===== src/rtl/approx_err_accum_if.sv =====
// Operand/approximate-product stream feeding the error accumulator.
// Latency: n/a (wires only).
// Backpressure: in_valid/in_ready handshake; a pair moves when both are high.
interface approx_err_accum_if;
    logic        in_valid;
    logic        in_ready;
    logic [7:0]  a;
    logic [7:0]  b;
    logic [15:0] r_apx;

    // Producer side (multiplier under test / stimulus)
    modport master (output in_valid, a, b, r_apx, input in_ready);
    // Consumer side (approx_err_accum)
    modport slave  (input in_valid, a, b, r_apx, output in_ready);
endinterface


===== src/rtl/approx_err_accum.sv =====
// Error statistics over SAMPLES (a,b,r_apx) pairs vs exact a*b; optional signed bias sum (ERR_SIGNED_SUM_EN).
// Latency: accept -> stats update 2 cycles; done pulse 3 cycles after the last accept.
// Backpressure: in_ready only in RUN while fewer than SAMPLES pairs taken; full rate, no bubbles.
module approx_err_accum #(
    parameter  int SAMPLES = 256,
    parameter  int ACC_W   = 32,
    localparam int CW      = $clog2(SAMPLES + 1)
) (
    input  logic                    clk,
    input  logic                    rst_n,
    approx_err_accum_if.slave       in_if,
    input  logic                    start_i,
    input  logic                    abort_i,
    output logic                    busy_o,
    output logic                    done_o,
    output logic [CW-1:0]           err_cnt_o,
    output logic [ACC_W-1:0]        sum_abs_err_o,
`ifdef ERR_SIGNED_SUM_EN
    output logic signed [ACC_W-1:0] sum_err_o,
`endif
    output logic [15:0]             max_abs_err_o
);

    typedef enum logic [1:0] {S_IDLE, S_RUN, S_DRAIN, S_DONE} state_t;

    state_t             state_q;
    logic [CW-1:0]      cnt_q;
    logic               drain_q;
    logic               in_ready_q;
    logic               busy_q;
    logic               done_q;

    logic               s1_vld_q;
    logic signed [16:0] s1_d_q;
    logic signed [16:0] s1_d_d;
    logic [15:0]        exact;

    logic [CW-1:0]      err_cnt_q, err_cnt_d;
    logic [ACC_W-1:0]   sum_abs_q, sum_abs_d;
    logic [15:0]        max_abs_q, max_abs_d;
    logic [15:0]        ae;
    logic [ACC_W:0]     abs_sum_ext;

    logic               accept;
    logic               start_act;
    logic               abort_act;

    // in_ready_q is only ever set in RUN, so it doubles as the RUN qualifier.
    assign accept    = in_if.in_valid & in_ready_q & ~abort_i;
    assign start_act = start_i & (state_q == S_IDLE);
    assign abort_act = abort_i & ((state_q == S_RUN) | (state_q == S_DRAIN));

    assign in_if.in_ready = in_ready_q;
    assign busy_o         = busy_q;
    assign done_o         = done_q;
    assign err_cnt_o      = err_cnt_q;
    assign sum_abs_err_o  = sum_abs_q;
    assign max_abs_err_o  = max_abs_q;

    // Control FSM: window counting, drain and the one-cycle done pulse.
    always_ff @(posedge clk or negedge rst_n) begin
        if (!rst_n) begin
            state_q    <= S_IDLE;
            cnt_q      <= '0;
            drain_q    <= 1'b0;
            in_ready_q <= 1'b0;
            busy_q     <= 1'b0;
            done_q     <= 1'b0;
        end else begin
            done_q <= 1'b0;
            case (state_q)
                S_IDLE: begin
                    if (start_i) begin
                        state_q    <= S_RUN;
                        cnt_q      <= '0;
                        in_ready_q <= 1'b1;
                        busy_q     <= 1'b1;
                    end
                end
                S_RUN: begin
                    if (abort_i) begin
                        state_q    <= S_IDLE;
                        in_ready_q <= 1'b0;
                        busy_q     <= 1'b0;
                    end else if (accept) begin
                        cnt_q <= cnt_q + 1'b1;
                        if (cnt_q == CW'(SAMPLES - 1)) begin
                            in_ready_q <= 1'b0;
                            drain_q    <= 1'b0;
                            state_q    <= S_DRAIN;
                        end
                    end
                end
                S_DRAIN: begin
                    if (abort_i) begin
                        state_q <= S_IDLE;
                        busy_q  <= 1'b0;
                    end else if (drain_q) begin
                        state_q <= S_DONE;
                        busy_q  <= 1'b0;
                        done_q  <= 1'b1;
                    end else begin
                        drain_q <= 1'b1;
                    end
                end
                default: begin
                    state_q <= S_IDLE;
                end
            endcase
        end
    end

    // Stage 1 arithmetic: exact product and signed difference (exact folded into d).
    always_comb begin
        exact  = 16'(in_if.a * in_if.b);
        s1_d_d = $signed({1'b0, exact}) - $signed({1'b0, in_if.r_apx});
    end

    // Stage 1 register; abort suppresses accept, which flushes the valid.
    always_ff @(posedge clk or negedge rst_n) begin
        if (!rst_n) begin
            s1_vld_q <= 1'b0;
            s1_d_q   <= '0;
        end else begin
            s1_vld_q <= accept;
            if (accept) begin
                s1_d_q <= s1_d_d;
            end
        end
    end

    // Stage 2 next values: magnitude, error count, saturating sum, running max.
    always_comb begin
        ae          = s1_d_q[16] ? 16'(-s1_d_q) : s1_d_q[15:0];
        err_cnt_d   = err_cnt_q + CW'(ae != 16'd0);
        abs_sum_ext = {1'b0, sum_abs_q} + (ACC_W + 1)'(ae);
        sum_abs_d   = abs_sum_ext[ACC_W] ? '1 : abs_sum_ext[ACC_W-1:0];
        max_abs_d   = (ae > max_abs_q) ? ae : max_abs_q;
    end

    // Stage 2 result registers: cleared by an honoured start, held otherwise.
    always_ff @(posedge clk or negedge rst_n) begin
        if (!rst_n) begin
            err_cnt_q <= '0;
            sum_abs_q <= '0;
            max_abs_q <= '0;
        end else if (start_act) begin
            err_cnt_q <= '0;
            sum_abs_q <= '0;
            max_abs_q <= '0;
        end else if (s1_vld_q && !abort_act) begin
            err_cnt_q <= err_cnt_d;
            sum_abs_q <= sum_abs_d;
            max_abs_q <= max_abs_d;
        end
    end

`ifdef ERR_SIGNED_SUM_EN
    logic [ACC_W-1:0] sum_err_q, sum_err_d;
    logic [ACC_W:0]   ssum_ext;

    assign sum_err_o = $signed(sum_err_q);

    // Signed bias sum with clamping at the two's-complement limits.
    always_comb begin
        ssum_ext  = {sum_err_q[ACC_W-1], sum_err_q} + {{(ACC_W - 16){s1_d_q[16]}}, s1_d_q};
        sum_err_d = ssum_ext[ACC_W-1:0];
        if (ssum_ext[ACC_W] != ssum_ext[ACC_W-1]) begin
            sum_err_d = ssum_ext[ACC_W] ? {1'b1, {(ACC_W - 1){1'b0}}} : {1'b0, {(ACC_W - 1){1'b1}}};
        end
    end

    // Signed sum register, same timing and clearing as the absolute sum.
    always_ff @(posedge clk or negedge rst_n) begin
        if (!rst_n) begin
            sum_err_q <= '0;
        end else if (start_act) begin
            sum_err_q <= '0;
        end else if (s1_vld_q && !abort_act) begin
            sum_err_q <= sum_err_d;
        end
    end
`endif

endmodule


===== src/flat_wrapper.sv =====
// flat-port wrapper written by rule: the top's interface ports become plain ports
module approx_err_accum_flat 
#(
    parameter  int SAMPLES = 256,
    parameter  int ACC_W   = 32,
    localparam int CW      = $clog2(SAMPLES + 1)
)
  (clk, rst_n, start_i, abort_i, busy_o, done_o, err_cnt_o, sum_abs_err_o, max_abs_err_o, in_if_in_valid, in_if_a, in_if_b, in_if_r_apx, in_if_in_ready);
  approx_err_accum_if in_if_i ();
  input  logic clk;
  input  logic rst_n;
  input  logic start_i;
  input  logic abort_i;
  output logic busy_o;
  output logic done_o;
  output logic [CW-1:0] err_cnt_o;
  output logic [ACC_W-1:0] sum_abs_err_o;
  output logic [15:0] max_abs_err_o;
  input wire logic [$bits(in_if_i.in_valid)-1:0] in_if_in_valid;
  input wire logic [$bits(in_if_i.a)-1:0] in_if_a;
  input wire logic [$bits(in_if_i.b)-1:0] in_if_b;
  input wire logic [$bits(in_if_i.r_apx)-1:0] in_if_r_apx;
  output wire logic [$bits(in_if_i.in_ready)-1:0] in_if_in_ready;
  assign in_if_i.in_valid = in_if_in_valid;
  assign in_if_i.a = in_if_a;
  assign in_if_i.b = in_if_b;
  assign in_if_i.r_apx = in_if_r_apx;
  assign in_if_in_ready = in_if_i.in_ready;
  approx_err_accum #(.SAMPLES(SAMPLES), .ACC_W(ACC_W)) u_core (.clk(clk), .rst_n(rst_n), .in_if(in_if_i), .start_i(start_i), .abort_i(abort_i), .busy_o(busy_o), .done_o(done_o), .err_cnt_o(err_cnt_o), .sum_abs_err_o(sum_abs_err_o), .max_abs_err_o(max_abs_err_o));
endmodule

===== config.mk =====
export PLATFORM = sky130hd
export DESIGN_NAME = approx_err_accum_flat
export DESIGN_NICKNAME = d
export VERILOG_FILES = /design/src/rtl/approx_err_accum_if.sv /design/src/rtl/approx_err_accum.sv /design/src/flat_wrapper.sv
export SDC_FILE = /design/constraint.sdc
export NUM_CORES = 1
export LEC_CHECK = 0
export ABC_AREA = 1
export CORE_ASPECT_RATIO = 0.9
export CORE_MARGIN = 2
export CORE_UTILIZATION = 45
export CTS_CLUSTER_SIZE = 30
export DETAILED_ROUTE_END_ITERATION = 10
export GPL_ROUTABILITY_DRIVEN = 0
export MAX_ROUTING_LAYER = met4
export PLACE_DENSITY = 0.75
export SLEW_MARGIN = 20
export SYNTH_ARGS = -nofsm -noshare
export SYNTH_HDL_FRONTEND = slang
export SYNTH_SLANG_ARGS = --single-unit

===== constraint.sdc =====
create_clock -name clk -period 5.7 [get_ports clk]
set_input_delay 0.855 -clock clk [delete_from_list [all_inputs] [get_ports clk]]
set_output_delay 0.855 -clock clk [all_outputs]
set_load 0.05 [all_outputs]

## After elaboration in Yosys (flattened, before gate mapping)

Index checks and enable logic that the tools add are counted.

| operators by class | value |
|---|---|
| $add $sub $neg | 5 |
| multipliers | 1 |
| order comparisons | 1 |
| equality and inequality tests | 12 |
| mux-type cells | 35 |
| bitwise logic cells | 6 |
| reductions and logical operators | 15 |

Operator list:

| kind | number |
|---|---|
| $mux W32 | 3 |
| $mux W16 | 4 |
| $mux W9 | 5 |
| $add A32 B16 Y33 | 1 |
| $pmux W9 S2 | 1 |
| $sub A16 B16 Y17 | 1 |
| $gt A16 B16 Y1 | 1 |
| $mul A8 B8 Y16 | 1 |
| $neg A16 Y16 | 1 |
| $reduce_and A4 Y1 | 4 |
| $reduce_bool A16 Y1 | 1 |
| $mux W1 | 12 |
| $mux W2 | 6 |
| $ne A2 B2 Y1 const B | 5 |
| $add A9 B1 Y9 | 1 |
| $add A9 B1 Y9 const B | 1 |
| $eq A9 B8 Y1 const B | 1 |
| $reduce_bool A2 Y1 | 4 |
| $ne A3 B2 Y1 const B | 2 |
| $pmux W2 S3 | 1 |
| $reduce_and A5 Y1 | 1 |
| $and A1 B1 Y1 | 4 |
| $pmux W1 S2 | 2 |
| $ne A3 B3 Y1 const B | 1 |
| 11 further kinds | 11 |

| storage, ports and cells | value |
|---|---|
| register bits after elaboration | 90 |
| input port bits | 37 |
| output and inout bits | 60 |

## Logic depth before layout (Yosys ltp)

| logic depth | value |
|---|---|
| depth in word-level cells | 7 |
| mapped depth | 23 |

## Least setup slack after synthesis

OpenSTA, ideal clock, no wires.

| timing path | value |
|---|---|
| kind | input port to flip-flop |
| from | input in_if_a[3] |
| to | register u_core.s1_d_q[16] |
| library setup time | 0.130 ns |
| arrival | 4.367 ns |
| path slack | 1.203 ns |
| stages | 19 |
| buffers on the path | 1 |
| cell sequence | clkbuf_1 nand2_1 fa_1 inv_1 fa_1 fa_1 inv_1 fa_1 inv_1 ha_1 a21oi_1 o21ai_0 nand2_1 nand3_1 nand2_1 nand2_1 nand2_1 nand3_1 o21ai_0 |

| on the way | value |
|---|---|
| cells in the longest elaborated chain, start to end | 2 |

Ends and longest elaborated chain:

| item | RTL line | text |
|---|---|---|
| start, declared | flat_wrapper.sv:20 | `input wire logic [$bits(in_if_i.a)-1:0] in_if_a;` |
| $mul A8 B8 Y16 | approx_err_accum.sv:115 | `exact = 16'(in_if.a * in_if.b);` |
| $sub A16 B16 Y17 | approx_err_accum.sv:116 | `s1_d_d = $signed({1'b0, exact}) - $signed({1'b0, in_if.r_apx});` |
| end signal, assigned | approx_err_accum.sv:123 | `s1_d_q <= '0;` |
| end signal, assigned | approx_err_accum.sv:127 | `s1_d_q <= s1_d_d;` |
| end, declared | approx_err_accum.sv:34 | `logic signed [16:0] s1_d_q;` |

Every way passes these cells.
A chain may end at the register's enable or synchronous reset.

## Worst setup path in the final report

| timing path | value |
|---|---|
| from | input in_if_a[4] |
| to | register u_core.s1_d_q[16] |

The elaborated chain is that of the path after synthesis.

==> run summary <==
The run finished with clean final reports. In the final routed layout, each cell accounts on average for 12.8 µm. The worst setup path is captured at a flop.

After synthesis, the mean cell area works out to 6.87 µm². Setup repair after global routing left no endpoint under its margin. The maximum ir drop on the vdd rail is 0.000222 V. Of the synthesized area, sequential elements account for 24.4%. The tools report the number of iterations in the first detailed-routing pass as 8. Static timing analysis puts the maximum clock frequency at 209 MHz. Input and output buffers added on the ports amount to 96. The tool flagged a number of max-cap violations equal to 0. The tools report the count of final setup violators as 0. The layout overhead on the synthesized area works out to 15.8%.

Switching part of the total power: 54.1%. Traced cell by cell, the critical path runs through clkdlybuf4s50_1, nand2_1, fa_1, inv_1, fa_1, fa_1, inv_1, fa_1, inv_1, ha_1, nand2_1, o21ai_0, nand2_1, nand3_1, nand2_1, nand2_1, nand2_1, nand3_1, o21ai_0. The mapped netlist covers 9250 µm². The tools report the switching power as 0.00293 W.

Summed over all layers, the routed wires come to 21500 µm. The placed wire-length estimate after detailed placement is 17300 µm, and the clock insertion delay at the later pin of the skew report is 0.35 ns. In the final design database the tool counted 1592 nets. The path class of the tightest hold or removal check is flop to flop. TritonCTS built the clock tree. For the total internal power, the log shows 0.00248 W.

The number of cells produced by synthesis was 1346; the antenna diode count was 0. The synthesized design devotes to its leading area cell type 24.4% of total area. Entering global routing, the biggest net connects 47 pins. For the via count of the first global-routing pass, the log shows 7960. The maximum net fanout on the critical path is 8. The placement row count was 49; the distinct cell type count after synthesis was 47.

Summed over all failing endpoints, the final setup total negative slack is 0 ns. The minimum clock period came out at 4.77 ns. At the pin with the least slew margin, the transition time is 0.800 ns.

In the routed layout, each cell is associated on average with a via count of 5.04. The tools report the sequential fraction of design power as 18.3%. Summed over all cells, the static leakage comes to 5.92 nW. After synthesis, the cell types taking the most area are dfrtp_1, nand2_1, ha_1.

The number of nets handed over by synthesis was 1518. Counting flops with a built-in enable in the synthesized netlist gives 0. Total DRC errors in the routed layout: 0. The height of the die was 140 µm. Once the clock tree was built, the setup fixing pass inserted 0 buffers. The run gives 0 as the count of synthesis-stage warnings from yosys.

The floorplan step set the die width to 155 µm. The clock-pin slew on the worst setup and hold paths came out at 0.08 ns. The worst path uses 83.8% of the clock period. Counting stages on the worst path, the most repeated cell is nand2_1. With fillers left out, the area of the finished cells amounts to 10700 µm². Summed over all instances, the cell type with the most area after synthesis is dfrtp_1. 97 I/O pins were placed. The die outline area is 21700 µm². The critical path class was input pin to flop. The fraction of final layout cells with drive strength greater than 1 is 3.93%, and the first-pass GRT wire length is 37500 µm.

After the flow finishes, the layout carries non-filler instances totaling 1680. CTS placed an instance of clkbuf_16 at the clock tree root. The launching element type of the critical path was an input pin. The commonest cells after synthesis are nand2_1, inv_1, nand3_1. The most frequent cell after synthesis is nand2_1.

The largest individual stage delay along the critical path comes from the cell clkdlybuf4s50_1. Detailed routing inserted a total of 8459 vias. The count of state elements after synthesis was 90; the initial antenna violation count was 0. The number of clock buffers added by TritonCTS is 9.

Among cell families on the critical path, the largest total delay comes from adder cells. The hold violation count in the final report is 0, and the largest stage delay on the critical path is 0.64 ns. The tools report the final-report max-slew violation count as 0. For this run, the total global-route usage over all layers was measured as 21.5%. Clock skew on the completed layout was measured at 0.0131 ns. The maximum buffer depth of the clock tree was 2. The logs give 20000 µm² for the placeable core region and 1664 for the number of placed instances with taps included. Once the floorplan was initialized, standard cells occupied 46.1% of the core. In this run the power density over the cells is 505 nW/µm². The most used flip-flop cell after synthesis is dfrtp_1. The tools report the number of DRC markers in iteration 0 as 525.

The logs give 70.0% for the fraction of power consumed by combinational cells and 90 for the number of clock sinks seen by CTS. Summed over all layers, the global routing overflow is 0. The level count of the clock H-tree was 3; the number of buffers inserted by hold repair at cts was 0. Gates resized during post-CTS repair numbered 0.

The clock network is responsible for 11.7% of the overall power. The buffer and inverter count on the worst path was 4; the arrival time at the worst endpoint was 4.99 ns. The relative max-transition margin is 46.1%, and the placed standard-cell area is 10400 µm².

The required time at the endpoint of the critical path was 5.92 ns. The share of synthesized registers carrying an async set or reset is 100%. In this run the remaining antenna-violating nets after routing total 0.
-- state kept, by name, indices dropped and copies added, names as in the netlist, 2 cells and up --
signal,count
u_core.s1_d_q,17
u_core.sum_abs_err_o,32
u_core.err_cnt_o,9
u_core.state_q,2
u_core.max_abs_err_o,16
u_core.cnt_q,9
-- routing by layer --
layer,global-route usage [%],share of wire (%)
met2,33.6,45
met5,-,0
met3,2.10,5.9
met1,30.3,48
met4,5.07,1.6
-- stage by stage --
| step | util (%) | worst slack, ns | hold slack, ns | total power, W |
|---|---|---|---|---|
| 4_1_cts | 53.4 | 0.929 | 0.474 | 0.00541 |
| 5_1_grt | 53.4 | 0.579 | 0.515 | 0.00600 |
| 6_report | 53.4 | 0.925 | 0.469 | 0.00541 |
| 2_1_floorplan | - | 1.20 | 0.453 | 0.00383 |
| 3_3_place_gp | 51.8 | 0.630 | 0.455 | 0.00465 |
| 3_5_place_dp | 51.8 | 0.571 | 0.459 | 0.00474 |
-- cells in the final DEF (no fill, tap or decap), drive strengths merged --
cell	count
clkdlybuf4s50	95
a21oi	44
clkbuf	9
buf	5
o211ai	4
o21bai	5
nor4	2
nor2	71
a22o	2
nand4	28
fa	51
nand2	454
o31ai	2
nand3b	3
xnor2	17
o21a	2
nand3	101
a21boi	1
dfrtp	90
xor2	6
nor3	22
or2	5
ha	84
o21ai	37
and2	2
o22ai	2
bufinv	1
inv	268
clkinv	2
a31oi	6
a211oi	3
o221a	1
-- power by group through the flow --
| stage | Sequential (W) | Combinational [W] | Clock, W |
|---|---|---|---|
| finish | 0.000992 | 0.00378 | 0.000633 |
| floorplan | 0.00125 | 0.00258 | 0 |
| global route | 0.00102 | 0.00430 | 0.000678 |
| detailed placement | 0.00101 | 0.00374 | 0 |
| global placement | 0.000996 | 0.00366 | 0 |
| CTS | 0.000994 | 0.00377 | 0.000645 |
-- kinds of logic after synthesis --
| kind of cell | Yosys count | synth area share (%) |
|---|---|---|
| DFF | 90 | 24.4 |
| buffers and inverters | 301 | 12.5 |
| and+or+nand+nor | 688 | 31.7 |
| AOI/OAI and AO/OA | 109 | 6.82 |
| xor gates and xnor gates | 23 | 2.18 |
| adders and majority gates | 135 | 22.4 |
-- area by class of cell --
type / count / area (µm²)
clock buffer: 9 / 225
clock inverter: 7 / 90.1
fill: 1948 / 9340
inverter: 264 / 991
multi-input combinational: 955 / 5840
sequential: 90 / 2250
tap: 255 / 319
timing repair buffer: 100 / 988
-- path summary, 6_finish.rpt --
check	slack (ns)	depth (start not counted)	endpoint	start
min reg2reg	0.47	1	u_core.err_cnt_o[8]	u_core.err_cnt_o[8]
max in group asynchronous	4.21	2	u_core.sum_abs_err_o[16]	rst_n
max	0.93	19	u_core.s1_d_q[16]	in_if_a[4]
min	0.47	1	u_core.err_cnt_o[8]	u_core.err_cnt_o[8]
max reg2reg	1.80	18	u_core.max_abs_err_o[9]	u_core.s1_d_q[0]
min in group asynchronous	0.50	1	u_core.err_cnt_o[3]	rst_n
-- worst reg2reg max path, stage by stage, from the launching register on --
cell,delay (ns)
dfrtp_1,0.42
inv_1,0.19
ha_1,0.21
inv_1,0.06
nor2_1,0.19
nand4_1,0.14
nand2_1,0.18
nand2_1,0.12
xor2_1,0.35
ha_1,0.18
nand2_1,0.04
nor2_1,0.14
nand4_1,0.11
inv_1,0.12
nand2_1,0.06
nand2_1,0.45
nand2_1,0.53
nand3_1,0.21
nand2_1,0.07
Note: power is estimated with default switching activity, not from simulation.
